==> src/rtl/deserializer_8way.sv <==
// Serial-to-parallel receiver. Bits arrive under a valid/ready handshake and are
// packed into WIDTH-bit words, which are held in a one-entry buffer with a registered OR flag.
module deserializer_8way #(
    parameter int WIDTH     = 8,
    parameter bit MSB_FIRST = 1'b1
) (
    input  logic             clk,
    input  logic             reset,
    input  logic             in_bit,
    input  logic             in_valid,
    output logic             in_ready,
    output logic [WIDTH-1:0] out_data,
    output logic             out_valid,
    input  logic             out_ready,
    output logic             out_any
);

    localparam int CW = (WIDTH > 2) ? $clog2(WIDTH) : 1;
    localparam logic [CW-1:0] LAST = CW'(WIDTH - 1);

    function automatic logic or_reduce(input logic [WIDTH-1:0] v);
        or_reduce = |v;
    endfunction

    logic [WIDTH-1:0] sreg_q, sreg_d;
    logic [CW-1:0]    count_q, count_d;
    logic [WIDTH-1:0] data_q, data_d;
    logic             valid_q, valid_d;
    logic             any_q, any_d;

    logic [WIDTH-1:0] shifted_s;
    logic             last_s;
    logic             in_ready_s;
    logic             xfer_s;
    logic             complete_s;

    // Handshake decode: only the word-completing bit can be stalled by a full buffer.
    always_comb begin
        shifted_s = sreg_q;
        if (MSB_FIRST) begin
            shifted_s = {sreg_q[WIDTH-2:0], in_bit};
        end else begin
            shifted_s = {in_bit, sreg_q[WIDTH-1:1]};
        end
        last_s     = (count_q == LAST);
        in_ready_s = !(last_s && valid_q && !out_ready);
        xfer_s     = in_valid && in_ready_s;
        complete_s = xfer_s && last_s;
    end

    // Next-state for shifter, counter and output buffer.
    always_comb begin
        sreg_d  = sreg_q;
        count_d = count_q;
        data_d  = data_q;
        valid_d = valid_q;
        any_d   = any_q;
        if (xfer_s) begin
            sreg_d = shifted_s;
            if (last_s) begin
                count_d = {CW{1'b0}};
            end else begin
                count_d = count_q + {{(CW-1){1'b0}}, 1'b1};
            end
        end else begin
            sreg_d  = sreg_q;
            count_d = count_q;
        end
        // A completion on the same edge as a consume refills the buffer without a bubble.
        if (complete_s) begin
            data_d  = shifted_s;
            any_d   = or_reduce(shifted_s);
            valid_d = 1'b1;
        end else if (valid_q && out_ready) begin
            valid_d = 1'b0;
        end else begin
            valid_d = valid_q;
        end
    end

    // State registers with synchronous reset.
    always_ff @(posedge clk) begin
        if (reset) begin
            sreg_q  <= {WIDTH{1'b0}};
            count_q <= {CW{1'b0}};
            data_q  <= {WIDTH{1'b0}};
            valid_q <= 1'b0;
            any_q   <= 1'b0;
        end else begin
            sreg_q  <= sreg_d;
            count_q <= count_d;
            data_q  <= data_d;
            valid_q <= valid_d;
            any_q   <= any_d;
        end
    end

    assign in_ready  = in_ready_s;
    assign out_data  = data_q;
    assign out_valid = valid_q;
    assign out_any   = any_q;

endmodule

==> config.mk <==
export PLATFORM = sky130hd
export DESIGN_NAME = deserializer_8way
export DESIGN_NICKNAME = d
export VERILOG_FILES = /design/src/rtl/deserializer_8way.sv
export SDC_FILE = /design/constraint.sdc
export NUM_CORES = 1
export LEC_CHECK = 0
export BUFFER_PORTS_ARGS = -buffer_cell sky130_fd_sc_hd__buf_2
export CAP_MARGIN = 25
export CORE_UTILIZATION = 50
export CTS_BUF_LIST = sky130_fd_sc_hd__clkbuf_16
export DETAILED_ROUTE_END_ITERATION = 6
export PLACE_DENSITY = 0.75
export SLEW_MARGIN = 0
export SYNTH_ARGS = -nofsm -noshare
export SYNTH_HDL_FRONTEND = slang
export SYNTH_SLANG_ARGS = --single-unit
==> constraint.sdc <==
create_clock -name clk -period 4.09 [get_ports clk]
set_clock_uncertainty 0.05 [all_clocks]
set_input_delay 0 -clock clk [delete_from_list [all_inputs] [get_ports clk]]
set_output_delay 0 -clock clk [all_outputs]
set_load 0.02 [all_outputs]
==> results.md <==
* Starting Density at 55.8%
* Layout cells sized above 1 at 22.5%
* DRC at 1
* Synth top area share at 46.0%
* Largest net degree at the start of global routing at 25
* Synthesized area at 870 um2
* Area contributors post-synth: dfxtp_1 (46%), mux2i_1 (10%), nand2b_1 (10%)
* Yosys warnings at 0
* Synth Area per Inst at 9.88 um2
* Worst-Margin Slew at 538 ps
* Delay-heaviest family, CP: adder cells
* FP Rows at 14
* I/O pins at 16
* Met3 Usage GRT at 3.75%
* Critical Path End Type: register
* # diodes at 0
* CP dominant cell by count: ha_1
* Post-route antenna net violation count at 0
* Leakage power at 0.000461 uW
* Pre-antenna DRT Iters at 6
* Die Wd at 43.7 um
* VDD IR max at 431 uV
* Gr usage total at 19.6%
* Post-synth cell types at 21
* Post-CTS sizing at 0
* CTS Sinks at 20
* Post-detail-place hpwl at 1120 um
* Slew HR at 64.1%
* WL final at 1600 um
* Clock Path Buffers at 2
* Arr. time, crit path at 1670 ps
* Cell Count, Final, Fillers Out at 118
* Post-synthesis sequential area ratio at 46.0%
* GR peak layer: met2
* # nets final at 110
* Worst Hold Class: in2reg
* CP cell instances: ha_1, ha_1, and2_1, a21oi_2, a311oi_2
* Vert. Die Dim at 43.7 um
* Setup Fix Bufs, Post-CTS at 0
* Total grt overflow at 0
* Area Overhead vs Synth at 19.4%
* Input/output buffers at 15
* Vias per cell at 5.59
* Layout fillers at 126
* Cells after DPL at 113
* CTS tree: built
* Worst setup SP type: register
* Final min period at 1560 ps
* Asr flop ratio synth at 0%
* DR vias at 660
* CTS clk-pin slew, worst paths at 50 ps
* Setup CP Type: reg2reg
* Critical Path RT at 4200 ps
* Final Hold Vio Count at 0
* CTS H-Tree Depth at 1
* CP max-delay cell: dfxtp_1
* Leading area contributor after synthesis: dfxtp_1
* Final worst path period share at 38.1%
* Hold Worst Slack at 67.9 ps
* Fin. max-slew vios at 0
* CORE AREA at 1560 um2
* Routing usage on met2 at 30.4%
* Post-synth EDFFs at 0
* Finish-stage setup viols at 0
* Setup_tns at 0 ps
* Mapped Cells at 88
* Top FF cell, synth: dfxtp_1
* Vias in the first global route at 657
* CTS Buf Count at 3
* Max-cap violations at 0
* Utilization after layout at 66.6%
* Critical path buffers and inverters at 0
* Cell Pwr Density at 467 nW/um2
* FMAX at 0.641 GHz
* Clk root buf: clkbuf_16
* Syn nets at 95
* Initial antenna violation count at 0
* WL/cell at 13.5 um
* Met1 Usage GRT at 25.3%
* Failing checks: design-rule violations
* GPL Wtd Cong at 0.725
* Synthesized flop and latch total at 20
* First DRT Iteration DRCs at 9
* Crit Path Max Fanout at 9
* Register-to-register setup slack at 2530 ps
* Die ar. at 1910 um2
* Status: complete, but fails checks
* Worst skew pair latency at 250 ps
* RSZ-0062 raised after global routing: false
* First-pass GRT wire length at 2750 um
* CTS hold repair buffers at 1
* Slowest stage delay, CP at 360 ps
[worst paths after layout]
kind                             startpoint           to  depth (start not counted)
worst min-delay path               in_valid   count_q[0]                          3
worst min register to register  out_data[7]  out_data[7]                          2
worst max register to register   count_q[0]      out_any                          5
worst max-delay path             count_q[0]      out_any                          5
[final cells by class]
cell class              count  area (um2)  area share (%)
flip-flops and latches     20         400            38.6
multi-input cells          62         428            41.2
repair buffers             16        85.1            8.19
well taps                  16        20.0            1.93
clock inverters             1        30.0            2.89
clock buffers               3        75.1            7.23
[where the power goes]
part | internal, uW | switching, uW | leakage [uW]
sequential | 198 | 2.37 | 0.000162
combinational | 9.94 | 9.55 | 0.000248
clock | 194 | 70.8 | 0.0000511
total | 402 | 82.8 | 0.000461
[metrics by stage]
stage                     total power (uW)  area, um2  worst slack [ps]
after floorplan                        219        870              2690
after global placement                 223        923              2630
after detailed placement               224        923              2540
after CTS                              487       1040              2520
after global routing                   497       1040              2420
final                                  485       1040              2530
[layer usage]
| metal | up-vias | routed length, um |
|---|---|---|
| li1 | 337 | - |
| met1 | 308 | 802 |
| met2 | 11 | 713 |
| met3 | 4 | 41 |
| met4 | 0 | 38 |
| met5 | - | 0 |
[kinds of logic after synthesis]
family                     share of synthesized area (%)
AOI/OAI and AO/OA                                   13.1
adders and majority gates                           2.88
buffers and inverters                               4.75
DFF                                                 46.0
muxes                                               10.4
and+or+nand+nor                                     22.9
[state kept, by name, summed over array words and instances, names as in the netlist]
| signal | flops |
|---|---|
| count_q | 3 |
| out_data | 8 |
| out_valid | 1 |
| sreg_q | 7 |
| out_any | 1 |
[worst min-delay path, cell delays in order]
cell and delay (ps):
buf_2 110, or4b_1 150, o21ai_1 60
[cells in the mapped netlist (2+ instances only)]
master	instances
nand3_1	8
nand2b_1	14
buf_2	3
ha_1	2
a21oi_1	9
nor4_1	2
mux2i_1	9
o21ai_0	8
dfxtp_1	20
buf_6	2
[layout by cell type, fill, tap and decap left out]
cell type      netlist  final
mux2i_1              9      9
a21oi_1              9      9
a21oi_2              1      1
buf_2                3     15
nor4_1               2      2
ha_1                 2      2
o21ai_0              8      8
and2_1               1      1
dlygate4sd3_1        0      1
and2_4               1      1
nand3_1              8      8
bufinv_16            0      1
a311oi_2             1      1
nand3b_4             1      1
dfxtp_1             20     20
nand2b_1            14     14
clkbuf_16            0      3
nor2_1               1      1
nor2b_1              1      1
nand2_1              1      1
or4b_1               1      1
o21ai_1              1      1
Power figures use the tool's default switching activity.
